### src/rtl/acc_button_sequencer_pkg.sv
// Shared definitions for the accumulator button sequencer: FSM state
// encoding, button index constants and the command priority helper.
package acc_button_sequencer_pkg;

    // Sequencer FSM states.
    typedef enum logic [1:0] {
        ST_IDLE         = 2'd0,
        ST_ISSUE        = 2'd1,
        ST_WAIT_RELEASE = 2'd2
    } seq_state_e;

    // Button positions within btn[] and within the one-hot command vector.
    localparam int BTN_CLEAR = 0;
    localparam int BTN_LOAD  = 1;
    localparam int BTN_ADD   = 2;
    localparam int NUM_BTN   = 3;

    // Debounced level pattern meaning "add held, nothing else held".
    localparam logic [NUM_BTN-1:0] BTN_MASK_ADD = 3'b100;

    // Select one command from simultaneous rises: clear beats load beats add.
    // Losing rises are simply dropped.
    function automatic logic [NUM_BTN-1:0] pick_cmd(input logic [NUM_BTN-1:0] rise);
        logic [NUM_BTN-1:0] win;
        win = '0;
        if (rise[BTN_CLEAR]) begin
            win[BTN_CLEAR] = 1'b1;
        end else if (rise[BTN_LOAD]) begin
            win[BTN_LOAD] = 1'b1;
        end else if (rise[BTN_ADD]) begin
            win[BTN_ADD] = 1'b1;
        end
        return win;
    endfunction

endpackage

### src/rtl/acc_button_sequencer_if.sv
// Signal bundle between the button panel / accumulator and the sequencer.
// btn is raw and asynchronous; acc_reset/acc_load/acc_add are one-cycle
// command pulses with no handshake (the accumulator samples them every
// cycle); busy and cmd_count are plain status levels; dbg_state mirrors the
// sequencer FSM state for observation.
interface acc_button_sequencer_if;
    import acc_button_sequencer_pkg::*;

    logic [NUM_BTN-1:0] btn;
    logic               acc_reset;
    logic               acc_load;
    logic               acc_add;
    logic               busy;
    logic [7:0]         cmd_count;
    seq_state_e         dbg_state;

    // Panel / accumulator side.
    modport master (
        output btn,
        input  acc_reset, acc_load, acc_add, busy, cmd_count, dbg_state
    );

    // Sequencer side.
    modport slave (
        input  btn,
        output acc_reset, acc_load, acc_add, busy, cmd_count, dbg_state
    );

endinterface

### src/rtl/acc_button_sequencer_btn_debounce.sv
// Single-button conditioner: 2-flop synchronizer followed by a debounce
// counter. The debounced level only flips after the synchronized input has
// disagreed with it for DEBOUNCE_CYCLES consecutive cycles; any agreement in
// between restarts the count. rise is a registered one-cycle strobe that
// accompanies a 0->1 flip of the level.
module btn_debounce #(
    parameter int DEBOUNCE_CYCLES = 16
) (
    input  logic clock,
    input  logic reset,
    input  logic btn_raw,
    output logic level,
    output logic rise
);
    localparam int            CW       = $clog2(DEBOUNCE_CYCLES + 1);
    localparam logic [CW-1:0] CNT_LAST = CW'(DEBOUNCE_CYCLES - 1);

    logic          sync1_q, sync1_d;
    logic          sync2_q, sync2_d;
    logic [CW-1:0] cnt_q, cnt_d;
    logic          level_q, level_d;
    logic          rise_q, rise_d;

    // Next-state: synchronizer shift and debounce counting.
    always_comb begin
        sync1_d = btn_raw;
        sync2_d = sync1_q;
        cnt_d   = cnt_q;
        level_d = level_q;
        rise_d  = 1'b0;
        if (sync2_q != level_q) begin
            if (cnt_q == CNT_LAST) begin
                level_d = sync2_q;
                rise_d  = sync2_q;
                cnt_d   = '0;
            end else begin
                cnt_d = cnt_q + CW'(1);
            end
        end else begin
            cnt_d = '0;
        end
    end

    // State registers, cleared asynchronously.
    always_ff @(posedge clock or negedge reset) begin
        if (!reset) begin
            sync1_q <= 1'b0;
            sync2_q <= 1'b0;
            cnt_q   <= '0;
            level_q <= 1'b0;
            rise_q  <= 1'b0;
        end else begin
            sync1_q <= sync1_d;
            sync2_q <= sync2_d;
            cnt_q   <= cnt_d;
            level_q <= level_d;
            rise_q  <= rise_d;
        end
    end

    assign level = level_q;
    assign rise  = rise_q;

endmodule

### src/rtl/acc_button_sequencer.sv
// Turns three raw push-buttons (clear, load, add) into clean one-cycle
// command pulses for an adder-accumulator. Each press issues exactly one
// command; presses made while another button is held are ignored until
// everything is released. cmd_count counts issued commands modulo 256.
// Optional feature macro: SEQ_AUTO_REPEAT_EN -- while add alone stays held
// after its first pulse, re-issue acc_add every REPEAT_CYCLES cycles.
module acc_button_sequencer
    import acc_button_sequencer_pkg::*;
#(
    parameter int DEBOUNCE_CYCLES = 16,
    parameter int REPEAT_CYCLES   = 32
) (
    input  logic                   clock,
    input  logic                   reset,
    acc_button_sequencer_if.slave  bus
);

    logic [NUM_BTN-1:0] level;
    logic [NUM_BTN-1:0] rise;

    for (genvar i = 0; i < NUM_BTN; i++) begin : g_btn
        btn_debounce #(
            .DEBOUNCE_CYCLES(DEBOUNCE_CYCLES)
        ) u_debounce (
            .clock  (clock),
            .reset  (reset),
            .btn_raw(bus.btn[i]),
            .level  (level[i]),
            .rise   (rise[i])
        );
    end

    seq_state_e         state_q, state_d;
    logic [NUM_BTN-1:0] pulse_q, pulse_d;
    logic               busy_q, busy_d;
    logic [7:0]         cmd_count_q, cmd_count_d;

`ifdef SEQ_AUTO_REPEAT_EN
    localparam int            RW       = $clog2(REPEAT_CYCLES + 1);
    localparam logic [RW-1:0] REP_LAST = RW'(REPEAT_CYCLES - 1);

    // Cycles elapsed since the last add pulse while add alone is held.
    logic [RW-1:0] rep_q, rep_d;
`endif

    // FSM next-state: the pulse is registered on entry to ISSUE so it shows
    // up one cycle after the debounced rise and lasts for the ISSUE cycle.
    always_comb begin
        state_d     = state_q;
        pulse_d     = '0;
        cmd_count_d = cmd_count_q;
`ifdef SEQ_AUTO_REPEAT_EN
        rep_d       = rep_q;
`endif
        case (state_q)
            ST_IDLE: begin
                if (|rise) begin
                    state_d     = ST_ISSUE;
                    pulse_d     = pick_cmd(rise);
                    cmd_count_d = cmd_count_q + 8'd1;
                end
`ifdef SEQ_AUTO_REPEAT_EN
                rep_d = '0;
`endif
            end
            ST_ISSUE: begin
                state_d = ST_WAIT_RELEASE;
`ifdef SEQ_AUTO_REPEAT_EN
                // The initial pulse cycle already counts toward the interval.
                rep_d = RW'(1);
`endif
            end
            ST_WAIT_RELEASE: begin
                if (level == '0) begin
                    state_d = ST_IDLE;
`ifdef SEQ_AUTO_REPEAT_EN
                    rep_d = '0;
`endif
                end
`ifdef SEQ_AUTO_REPEAT_EN
                else if (level == BTN_MASK_ADD) begin
                    if (rep_q == REP_LAST) begin
                        pulse_d[BTN_ADD] = 1'b1;
                        cmd_count_d      = cmd_count_q + 8'd1;
                        rep_d            = '0;
                    end else begin
                        rep_d = rep_q + RW'(1);
                    end
                end else begin
                    // Clear or load involved: restart the repeat interval.
                    rep_d = '0;
                end
`endif
            end
            default: begin
                state_d = ST_IDLE;
            end
        endcase
        busy_d = (state_d != ST_IDLE);
    end

    // FSM and output registers; reset kills any pulse in flight.
    always_ff @(posedge clock or negedge reset) begin
        if (!reset) begin
            state_q     <= ST_IDLE;
            pulse_q     <= '0;
            busy_q      <= 1'b0;
            cmd_count_q <= 8'd0;
`ifdef SEQ_AUTO_REPEAT_EN
            rep_q       <= '0;
`endif
        end else begin
            state_q     <= state_d;
            pulse_q     <= pulse_d;
            busy_q      <= busy_d;
            cmd_count_q <= cmd_count_d;
`ifdef SEQ_AUTO_REPEAT_EN
            rep_q       <= rep_d;
`endif
        end
    end

    assign bus.acc_reset = pulse_q[BTN_CLEAR];
    assign bus.acc_load  = pulse_q[BTN_LOAD];
    assign bus.acc_add   = pulse_q[BTN_ADD];
    assign bus.busy      = busy_q;
    assign bus.cmd_count = cmd_count_q;
    assign bus.dbg_state = state_q;

endmodule
### src/flat_wrapper.sv
// flat-port wrapper written by rule: the top's interface ports become plain ports
module acc_button_sequencer_flat import acc_button_sequencer_pkg::*;
#(
    parameter int DEBOUNCE_CYCLES = 16,
    parameter int REPEAT_CYCLES   = 32
)
  (clock, reset, bus_btn, bus_acc_reset, bus_acc_load, bus_acc_add, bus_busy, bus_cmd_count, bus_dbg_state);
  acc_button_sequencer_if bus_i ();
  input  logic clock;
  input  logic reset;
  input wire logic [$bits(bus_i.btn)-1:0] bus_btn;
  output wire logic [$bits(bus_i.acc_reset)-1:0] bus_acc_reset;
  output wire logic [$bits(bus_i.acc_load)-1:0] bus_acc_load;
  output wire logic [$bits(bus_i.acc_add)-1:0] bus_acc_add;
  output wire logic [$bits(bus_i.busy)-1:0] bus_busy;
  output wire logic [$bits(bus_i.cmd_count)-1:0] bus_cmd_count;
  output wire logic [$bits(bus_i.dbg_state)-1:0] bus_dbg_state;
  assign bus_i.btn = bus_btn;
  assign bus_acc_reset = bus_i.acc_reset;
  assign bus_acc_load = bus_i.acc_load;
  assign bus_acc_add = bus_i.acc_add;
  assign bus_busy = bus_i.busy;
  assign bus_cmd_count = bus_i.cmd_count;
  assign bus_dbg_state = bus_i.dbg_state;
  acc_button_sequencer #(.DEBOUNCE_CYCLES(DEBOUNCE_CYCLES), .REPEAT_CYCLES(REPEAT_CYCLES)) u_core (.clock(clock), .reset(reset), .bus(bus_i));
endmodule
### config.mk
export PLATFORM = sky130hd
export DESIGN_NAME = acc_button_sequencer_flat
export DESIGN_NICKNAME = d
export VERILOG_FILES = /design/src/rtl/acc_button_sequencer_pkg.sv /design/src/rtl/acc_button_sequencer_if.sv /design/src/rtl/acc_button_sequencer_btn_debounce.sv /design/src/rtl/acc_button_sequencer.sv /design/src/flat_wrapper.sv
export SDC_FILE = /design/constraint.sdc
export NUM_CORES = 1
export LEC_CHECK = 0
export ABC_CLOCK_PERIOD_IN_PS = 2300
export BUFFER_PORTS_ARGS = -buffer_cell sky130_fd_sc_hd__buf_2
export CELL_PAD_IN_SITES_DETAIL_PLACEMENT = 1
export CELL_PAD_IN_SITES_GLOBAL_PLACEMENT = 1
export CORE_AREA = 2 2 64 72
export DETAILED_ROUTE_END_ITERATION = 12
export DIE_AREA = 0 0 66 74
export PLACE_DENSITY_LB_ADDON = 0.08
export SLEW_MARGIN = 20
export SYNTH_ARGS = -nofsm -noshare
export SYNTH_HDL_FRONTEND = slang
export SYNTH_SLANG_ARGS = --single-unit
### constraint.sdc
create_clock -name clock -period 2.3 [get_ports clock]
set_input_delay 0.575 -clock clock [delete_from_list [all_inputs] [get_ports clock]]
set_output_delay 0.575 -clock clock [all_outputs]
set_load 0.02 [all_outputs]
==> results of run 1 <==
-- kinds of logic (layout without fill, tap and decap cells) --
| group | Yosys count | after routing | synth area share, % |
|---|---|---|---|
| fa+ha+maj | 4 | 4 | 3.13 |
| buf+inv | 4 | 29 | 1.88 |
| xor+xnor | 15 | 15 | 8.21 |
| flops | 41 | 41 | 64.1 |
| compound gates | 5 | 5 | 2.03 |
| simple gates | 50 | 50 | 17.6 |
| mux | 4 | 4 | 3.05 |
-- routing by layer --
metal,GRT usage [%],wire (um)
met4,8.16,69
met1,16.6,1170
met2,23.5,1490
met5,0,0
met3,4.99,94
-- per-stage QoR --
step	hold slack, ps	worst slack, ps
2_1_floorplan	279	776
3_3_place_gp	332	827
3_5_place_dp	336	802
4_1_cts	231	740
5_1_grt	245	675
6_report	229	751
-- worst max path at each step --
stage                                               end                                      start  slack (ps)  cells past startpoint
floorplan           u_core.bus.cmd_count[1]$_DFFE_PN0P_  u_core.g_btn[1].u_debounce.rise$_DFF_PN0_         780                      5
global placement    u_core.bus.cmd_count[1]$_DFFE_PN0P_  u_core.g_btn[1].u_debounce.rise$_DFF_PN0_         830                      3
detailed placement  u_core.bus.cmd_count[1]$_DFFE_PN0P_  u_core.g_btn[1].u_debounce.rise$_DFF_PN0_         800                      3
CTS                                    bus_dbg_state[1]          u_core.bus.dbg_state[1]$_DFF_PN0_         740                      1
global route                           bus_dbg_state[1]          u_core.bus.dbg_state[1]$_DFF_PN0_         680                      1
finish                                 bus_dbg_state[1]          u_core.bus.dbg_state[1]$_DFF_PN0_         750                      1
-- synthesized netlist by cell type --
cell type / instances / area (sq um)
dfrtp_1: 41 / 1030
nor2_1: 14 / 52.6
nand3_1: 8 / 40.0
xnor2_1: 8 / 70.1
xor2_1: 7 / 61.3
and2_1: 4 / 25.0
ha_1: 4 / 50.1
nand4_1: 4 / 25.0
nor4b_1: 4 / 35.0
and3_1: 3 / 18.8
buf_6: 2 / 22.5
inv_1: 2 / 7.51
mux2_2: 2 / 22.5
nand2_1: 2 / 7.51
nand2b_1: 2 / 12.5
nor2b_1: 2 / 12.5
nor3_1: 2 / 10.0
o21ai_1: 2 / 10.0
a211o_1: 1 / 8.76
a21o_1: 1 / 7.51
a31oi_1: 1 / 6.26
and2_4: 1 / 8.76
and4_1: 1 / 8.76
mux2_1: 1 / 11.3
mux2_4: 1 / 15.0
nand4b_1: 1 / 8.76
nor4bb_1: 1 / 10.0
or3_1: 1 / 6.26
-- sequential cells by signal, summed over array words and instances (netlist names) --
register / count
u_core.g_btn.u_debounce.cnt_q: 15
u_core.g_btn.u_debounce.sync2_q: 3
u_core.bus.cmd_count: 8
u_core.g_btn.u_debounce.sync1_q: 3
u_core.pulse_q: 3
u_core.g_btn.u_debounce.level: 3
u_core.g_btn.u_debounce.rise: 3
u_core.bus.busy: 1
u_core.bus.dbg_state: 2
-- cell type report --
cell class | instances | area (sq um)
fillers | 467 | 2330
flip-flops and latches | 41 | 1030
multi-input cells | 78 | 544
repair buffers | 19 | 110
clock buffers | 7 | 96.3
well taps | 54 | 67.6
inverters | 2 | 7.51
clock inverters | 1 | 5.00
-- placed cells by master (no fill, tap or decap), types with 2 or more instances in the layout --
master / n
nand2_1: 2
o21ai_1: 2
dfrtp_1: 41
nor4b_1: 4
and3_1: 3
mux2_2: 2
ha_1: 4
nor2b_1: 2
nand2b_1: 2
nand4_1: 4
buf_2: 18
nor3_1: 2
clkbuf_8: 7
nand3_1: 8
xor2_1: 7
xnor2_1: 8
and2_1: 4
inv_1: 2
nor2_1: 14
-- report_power, final --
group	leakage (nW)	switching, W	internal (W)	total [W]
clock	0.0542	0.000236	0.000271	0.000507
sequential	0.551	0.0000144	0.000740	0.000754
combinational	0.363	0.0000309	0.0000222	0.0000531
==> flow_summary_export.csv, run 1 <==
group,metric,value,unit
detailed_routing,ant_nets,0,
logic_synthesis,netlist_instances,123,
cts,cts_tree,"built",
outcome,outcome,"completed",
placement,placed_area,1760,sq um
detailed_routing,drt_pass1_iterations,4,
global_route,grt_first_pass_wirelength,5110,um
cts,clk_pin_slew,80,ps
finish,syn2layout_area_growth,16.0,%
logic_synthesis,synth.avg_cell_area,13.0,sq um
finish,final_util,44.3,%
placement,globalplace.congestion,0.738,
detailed_routing,dr_total_vias,989,
setup_path,cp_slowest_cell,"dfrtp_1",
logic_synthesis,synth_cell_type_count,28,
global_route,grt_max_degree,23,
detailed_routing,routed_via_density,4.90,
sta,hold_viol,0,
sta,worstMarginPinSlew,490,ps
worst_hold_path,hold_path_class,"in -> async",
cts,cts_hold_buf,0,
setup_path,rrSetupSlack,790,ps
die,die_w,66,um
cts,ctsLongestPathBuffers,2,
sta,rsz0062_at_grt,"false",
job,maxCapViolations,0,
power,p_per_area,708,nW/um^2
logic_synthesis,synth-seq-cells,41,
finish,nets,156,
cts,clkSinkCount,41,
cts,post_cts_resized,0,
logic_synthesis,synth_warnings,0,
sta,setup_viol,0,
finish,antenna_cells,0,
finish,stdcell_count,202,
setup_path,cp.arrival,970,ps
placement,place_inst,194,
global_route,overflow,0,
placement,hpwl,2060,um
logic_synthesis,syn_area,1600,sq um
setup_path,timing.rr.end,"u_core.bus.cmd_count[1]$_DFFE_PN0P_",
die,initial_core_util,38.2,%
finish,layout-drive-gt1-share,20.9,%
setup_path,critPathTopFamily,"flip-flops",
die,die-area,4880,sq um
detailed_routing,wl_per_cell,14.0,um
cts,cts_buffers,5,
setup_path,worst_setup_path_start_kind,"flop",
setup_path,reg2reg_depth,3,
sta,slew_headroom,66.9,%
setup_path,cp-end-kind,"output pin",
cts,clk_latency,290,ps
sta,min_period,1550,ps
sta,drv_slew,0,
detailed_routing,wl,2820,um
placement,io_buffers,18,
global_route,grt_pass1_vias,1088,
logic_synthesis,seq_area_frac_synth,64.1,%
setup_path,critical-path-max-stage-delay,470,ps
setup_path,timing.critical_path.buf_inv,1,
power,vdd_drop_max,0.434,mV
power,totalPowerFinal,0.00131,W
power,leakage,0.968,nW
cts,post_cts_buffers,0,
sta,max_freq,646,MHz
detailed_routing,dr.first_iter.drc_count,34,
sta,finalCritPeriodShare,67.3,%
detailed_routing,drc_errors,0,
setup_path,required,1730,ps
cts,htree_levels,2,
die,rows,25,
setup_path,critPathMaxFanout,7,
cts,cts_root_buffer,"clkbuf_8",
global_route,grt_use_total,14.4,%
sta,fin_skew,5.34,ps
setup_path,crit_chain,"buf_2",
sta,fin_tns_setup,0,ps
global_route,grt_antenna_before_repair,0,
logic_synthesis,synthesis.nets,132,
setup_path,path_class,"reg -> out",
die,die_y,74,um
setup_path,r2r_start,"u_core.g_btn[1].u_debounce.rise$_DFF_PN0_",
die,io_pins,19,
die,coreArea,4190,sq um
finish,design_area,1860,sq um
(Power assumes the default switching activity.)
==> inputs of run 2 (changes only) <==
--- a/config.mk
+++ b/config.mk
@@ -5,7 +5,7 @@
 export SDC_FILE = /design/constraint.sdc
 export NUM_CORES = 1
 export LEC_CHECK = 0
-export ABC_CLOCK_PERIOD_IN_PS = 2300
+export ABC_CLOCK_PERIOD_IN_PS = 1300
 export BUFFER_PORTS_ARGS = -buffer_cell sky130_fd_sc_hd__buf_2
 export CELL_PAD_IN_SITES_DETAIL_PLACEMENT = 1
 export CELL_PAD_IN_SITES_GLOBAL_PLACEMENT = 1
==> constraint.sdc (replaced) <==
create_clock -name clock -period 1.3 [get_ports clock]
set_input_delay 0.325 -clock clock [delete_from_list [all_inputs] [get_ports clock]]
set_output_delay 0.325 -clock clock [all_outputs]
set_load 0.02 [all_outputs]
==> run 2 against run 1 <==
  * The flow now finishes with violations (setup timing)
  * Sequential power up 78%
  * Register-to-register slack worse by 810 ps
  * Global-route usage rose by 0.72 points
  * Sequential cell count is the same
==> flow_summary_export.csv, run 2 (synthesis results as in run 1) <==
group,metric,value,unit
outcome,outcome,"finished, violations left",
outcome,violations,"setup timing",
global_route,overflow,0,
detailed_routing,wl_per_cell,13.9,um
cts,cts_root_buffer,"clkbuf_8",
die,die-area,4880,sq um
sta,hold_ws,139,ps
global_route,grt_use_total,15.1,%
detailed_routing,dr.first_iter.drc_count,28,
detailed_routing,ant_nets,0,
cts,ctsLongestPathBuffers,2,
finish,regMostFlops,"u_core.g_btn.u_debounce.cnt_q",
die,die_y,74,um
die,rows,25,
die,coreArea,4190,sq um
placement,place_inst,208,
global_route,grt_antenna_before_repair,0,
sta,fin_tns_setup,-15.2,ps
placement,globalplace.congestion,0.757,
finish,stdcell_count,221,
finish,layout_commonest_cell,"dfrtp_1",
sta,finalCritPeriodShare,101,%
setup_path,timing.critical_path.buf_inv,0,
die,initial_core_util,38.2,%
cts,cts_tree,"built",
die,io_pins,19,
detailed_routing,drc_errors,0,
sta,fin_skew,4.73,ps
placement,hpwl,2280,um
cts,clk_pin_slew,70,ps
global_route,grt_max_degree,17,
setup_path,critPathTopFamily,"simple AND/OR/NAND/NOR gates",
setup_path,cp-end-kind,"flop",
placement,io_buffers,18,
finish,final_util,50.1,%
worst_hold_path,hold_path_class,"in -> reg",
sta,rsz0062_at_grt,"true",
detailed_routing,drt_pass1_iterations,4,
setup_path,cp_slowest_cell,"dfrtp_1",
sta,worstMarginPinSlew,355,ps
detailed_routing,wl,3080,um
setup_path,critPathMaxFanout,3,
power,p_per_area,1090,nW/um^2
setup_path,path_class,"reg -> reg",
sta,min_period,1320,ps
finish,antenna_cells,0,
finish,nets,176,
die,die_w,66,um
sta,slew_headroom,76.0,%
cts,clk_latency,290,ps
global_route,grt_first_pass_wirelength,5440,um
power,vdd_drop_max,0.687,mV
detailed_routing,dr_total_vias,1065,
sta,setup_ws,-15.2,ps
job,maxCapViolations,0,
finish,layout-drive-gt1-share,36.5,%
finish,final_cell_mix,"dfrtp_1, buf_2, buf_4, nor2_1, xnor2_1",
cts,cts_buffers,5,
finish,syn2layout_area_growth,31.2,%
setup_path,required,1480,ps
setup_path,cp.arrival,1500,ps
detailed_routing,routed_via_density,4.82,
cts,clkSinkCount,41,
setup_path,worst_setup_path_start_kind,"flop",
sta,hold_viol,0,
cts,htree_levels,2,
sta,max_freq,760,MHz
global_route,grt_pass1_vias,1150,
setup_path,crit_chain,"or3_1, and2_4, mux2_4",
finish,largest_reg_flops,15,
sta,setup_viol,1,
setup_path,critical-path-max-stage-delay,390,ps
power,leakage,1.06,nW
power,totalPowerFinal,0.00230,W
sta,drv_slew,0,
==> run 2: cell count changes in the layout (fill, tap and decap cells not counted), moves of 2 or more <==
cell / change
nor4b_2: +2
buf_6: +2
nor4b_1: -2
dfrtp_1: -2
dfrtp_2: +2
ha_1: -3
nand3_1: -2
buf_4: +17
ha_2: +2
nor2_1: -2
==> run 2: worst reg2reg max path, stage by stage (launching register included) <==
cell     delay, ps
dfrtp_1        390
or3_1          370
and2_4         160
mux2_4         280
==> run 2: report_power, final <==
part / switching, W / leakage [nW] / internal [W]
Clock: 0.000407 / 0.0443 / 0.000421
Sequential: 0.0000293 / 0.548 / 0.00131
Combinational: 0.0000634 / 0.466 / 0.0000658
Total: 0.000500 / 1.06 / 0.00180
==> run 2: through the flow <==
stage               setup slack, ps  instance area, sq um
global placement              -14.6                  1880
detailed placement            -33.6                  1880
global route                  -49.8                  2100
CTS                           -38.9                  1990
finish                        -15.2                  2100
floorplan                      -208                  1610
==> run 2: timing repair <==
item | 4_1_cts | 5_1_grt
endpoints found under the hold margin | 11 | 0
hold buffers | 1 | 0
pin swaps | 2 | 7
setup endpoints to repair | 6 | 16
gates resized for setup | 4 | 16
setup buffers | 0 | 5
==> run 2: area by class of cell <==
type                    count  area, sq um
fillers                   442         2090
repair buffers             39          285
inverters                   2         7.51
clock buffers               7         86.3
flip-flops and latches     41         1030
well taps                  54         67.6
multi-input cells          78          624
==> run 2: final timing paths <==
| check | from | end | slack [ps] | depth (start not counted) |
|---|---|---|---|---|
| min reg2reg | u_core.g_btn[1].u_debounce.sync1_q$_DFF_PN0_ | u_core.g_btn[1].u_debounce.sync2_q$_DFF_PN0_ | 350 | 0 |
| max | u_core.g_btn[1].u_debounce.rise$_DFF_PN0_ | u_core.bus.cmd_count[1]$_DFFE_PN0P_ | -20 | 3 |
| max in group asynchronous | reset | u_core.bus.dbg_state[1]$_DFF_PN0_ | 420 | 3 |
| max reg2reg | u_core.g_btn[1].u_debounce.rise$_DFF_PN0_ | u_core.bus.cmd_count[1]$_DFFE_PN0P_ | -20 | 3 |
| min | bus_btn[1] | u_core.g_btn[1].u_debounce.sync1_q$_DFF_PN0_ | 140 | 1 |
| min in group asynchronous | reset | u_core.pulse_q[0]$_DFF_PN0_ | 470 | 2 |
==> run 2: layer usage <==
layer | vias to the layer above | share of wire [%] | global-route usage, % | wire length (um)
li1 | 512 | - | - | -
met1 | 527 | 42 | 18.4 | 1280
met2 | 19 | 52 | 24.6 | 1600
met3 | 7 | 3.4 | 3.63 | 106
met4 | 0 | 2.8 | 8.84 | 86
met5 | - | 0 | 0 | 0
==> inputs of run 3 (changes only) <==
--- a/config.mk
+++ b/config.mk
@@ -6,13 +6,14 @@
 export NUM_CORES = 1
 export LEC_CHECK = 0
 export ABC_CLOCK_PERIOD_IN_PS = 1300
-export BUFFER_PORTS_ARGS = -buffer_cell sky130_fd_sc_hd__buf_2
+export BUFFER_PORTS_ARGS = -buffer_cell sky130_fd_sc_hd__clkbuf_2
 export CELL_PAD_IN_SITES_DETAIL_PLACEMENT = 1
 export CELL_PAD_IN_SITES_GLOBAL_PLACEMENT = 1
 export CORE_AREA = 2 2 64 72
 export DETAILED_ROUTE_END_ITERATION = 12
 export DIE_AREA = 0 0 66 74
 export PLACE_DENSITY_LB_ADDON = 0.08
+export SKIP_LAST_GASP = 1
 export SLEW_MARGIN = 20
 export SYNTH_ARGS = -nofsm -noshare
 export SYNTH_HDL_FRONTEND = slang
==> run 3 against run 2 <==
  * The flow still finishes with violations (setup timing)
  * Sequential power about the same
  * Final area up 2.2%
  * Highest routed layer unchanged
  * Largest power group unchanged
  * Non-clock buffer count unchanged
  * Global-route usage down 1.9 points
  * Clock skew down 2.8 ps
  * Routed wire length down 7.1%
  * Sequential cell count unchanged
==> flow_summary_export.csv, run 3 (synthesis results as in run 1) <==
group,metric,value,unit
sta,max_freq,742,MHz
detailed_routing,drt-met1-wl,1220,um
cts,htree_levels,2,
power,seqPwrFrac,50.7,%
setup_path,rrSetupSlack,-50,ps
worst_hold_path,hold_path_class,"in -> async",
setup_path,reg2reg_depth,3,
job,maxCapViolations,0,
detailed_routing,drc_errors,0,
setup_path,cp.arrival,1520,ps
placement,io_buffers,18,
setup_path,timing.rr.end,"u_core.bus.cmd_count[1]$_DFFE_PN0P_",
sta,hold_viol,0,
cts,ctsLongestPathBuffers,2,
sta,fin_skew,1.94,ps
cts,cts_buffers,5,
die,io_pins,19,
die,die_w,66,um
detailed_routing,wl,2860,um
setup_path,path_class,"reg -> reg",
cts,clk_pin_slew,70,ps
die,rows,25,
detailed_routing,routed.top_layer,"met4",
finish,nets,176,
cts,clkSinkCount,41,
global_route,grt_pass1_vias,1053,
power,vdd_drop_max,0.788,mV
setup_path,required,1470,ps
power,power.switching,0.000503,W
placement,place_inst,207,
detailed_routing,drt_pass1_iterations,4,
placement,hpwl,2010,um
detailed_routing,wl_met2,1480,um
detailed_routing,routed_via_density,4.74,
sta,drv_slew,0,
sta,rsz0062_at_grt,"true",
power,switching_share,19.1,%
setup_path,critPathMaxFanout,3,
placement,globalplace.congestion,0.784,
cts,cts_tree,"built",
sta,setup_viol,3,
power,p_int,0.00213,W
sta,setup_ws,-48.4,ps
outcome,violations,"setup timing",
setup_path,cp-end-kind,"flop",
finish,syn2layout_area_growth,34.1,%
setup_path,worst_setup_path_start_kind,"flop",
finish,regMostFlops,"u_core.g_btn.u_debounce.cnt_q",
die,coreArea,4190,sq um
power,p_per_area,1230,nW/um^2
global_route,overflow,0,
finish,largest_reg_flops,15,
detailed_routing,wl_met3,114,um
setup_path,r2r_start,"u_core.g_btn[2].u_debounce.rise$_DFF_PN0_",
detailed_routing,wl_per_cell,12.9,um
power,totalPowerFinal,0.00263,W
cts,cts_root_buffer,"clkbuf_8",
finish,stdcell_count,222,
detailed_routing,ant_nets,0,
power,p_comb_share,4.6,%
power,power_frac_clock,44.6,%
power,leakage,1.08,nW
detailed_routing,dr_total_vias,1053,
detailed_routing,dr.first_iter.drc_count,27,
sta,slew_headroom,70.8,%
finish,layout_commonest_cell,"dfrtp_1",
sta,finalCritPeriodShare,104,%
global_route,grt_use_total,13.2,%
global_route,grt_antenna_before_repair,0,
global_route,grt_first_pass_wirelength,4730,um
die,die-area,4880,sq um
finish,layout-drive-gt1-share,38.7,%
die,initial_core_util,38.2,%
global_route,grt_max_degree,42,
finish,antenna_cells,0,
die,die_y,74,um
cts,clk_latency,280,ps
finish,final_cell_mix,"dfrtp_1, buf_4, clkbuf_2, nor2_1",
sta,worstMarginPinSlew,434,ps
sta,min_period,1350,ps
outcome,outcome,"finished, violations left",
[run 3: cell types whose count changed in the layout (fill, tap and decap cells not counted), moves of 2 or more]
cell	before	now
clkbuf_2	0	16
dfrtp_2	2	0
buf_2	17	0
nand3_1	6	4
dfrtp_1	39	41
bufinv_16	0	2
nand3_2	1	3
[run 3: worst max-delay path: stages, from the launching register on]
cell and delay, ps:
dfrtp_1 380, or3_4 390, and2_4 180, mux2_4 290
[run 3: cell type report]
class / count / area (sq um)
Fill cell: 455 / 2050
Sequential cell: 41 / 1030
Multi-Input combinational cell: 78 / 627
Timing Repair Buffer: 39 / 284
Clock buffer: 5 / 68.8
Tap cell: 54 / 67.6
Clock inverter: 3 / 65.1
Inverter: 2 / 7.51
[run 3: how the worst max path moves through the flow]
stage	startpoint	to	slack, ps	cells past startpoint
global placement	u_core.g_btn[2].u_debounce.rise$_DFF_PN0_	u_core.bus.cmd_count[1]$_DFFE_PN0P_	-10	3
detailed placement	u_core.g_btn[2].u_debounce.rise$_DFF_PN0_	u_core.bus.cmd_count[1]$_DFFE_PN0P_	-50	3
CTS	u_core.g_btn[1].u_debounce.rise$_DFF_PN0_	u_core.bus.cmd_count[1]$_DFFE_PN0P_	-50	3
finish	u_core.g_btn[2].u_debounce.rise$_DFF_PN0_	u_core.bus.cmd_count[1]$_DFFE_PN0P_	-50	3
global route	u_core.g_btn[2].u_debounce.rise$_DFF_PN0_	u_core.bus.cmd_count[1]$_DFFE_PN0P_	-90	3
floorplan	u_core.g_btn[2].u_debounce.rise$_DFF_PN0_	u_core.bus.cmd_count[1]$_DFFE_PN0P_	-210	5
[run 3: per-stage QoR]
| stage | setup slack, ps | setup TNS, ps | utilization, % | cell area, sq um | hold slack, ps |
|---|---|---|---|---|---|
| after floorplan | -208 | -408 | - | 1610 | 29.4 |
| after global placement | -14.0 | -14.0 | 44.4 | 1860 | 316 |
| final | -48.4 | -103 | 51.2 | 2150 | 4.15 |
| after CTS | -52.0 | -90.2 | 48.7 | 2040 | 7.51 |
| after detailed placement | -49.4 | -129 | 44.4 | 1860 | 317 |
| after global routing | -89.0 | -375 | 51.2 | 2150 | 18.1 |
[run 3: power by group through the flow]
stage                     clock (W)  sequential [W]  combinational [W]
after floorplan                   0         0.00135          0.0000475
after global placement            0         0.00136          0.0000986
after detailed placement          0         0.00136           0.000102
after CTS                   0.00121         0.00133           0.000104
after global routing        0.00127         0.00134           0.000142
final                       0.00118         0.00134           0.000122
[run 3: timing repair]
item                                    CTS  global route
hold buffers                              0             0
buffers inserted                          2             5
endpoints found under the setup margin    7            12
gates resized for setup                   9            15
pin swaps                                 2             9
[run 3: routing by layer]
metal,vias to the layer above,global-route usage (%)
met5,-,0
met4,0,6.12
met2,19,22.1
met3,5,4.08
met1,519,15.7
li1,510,-
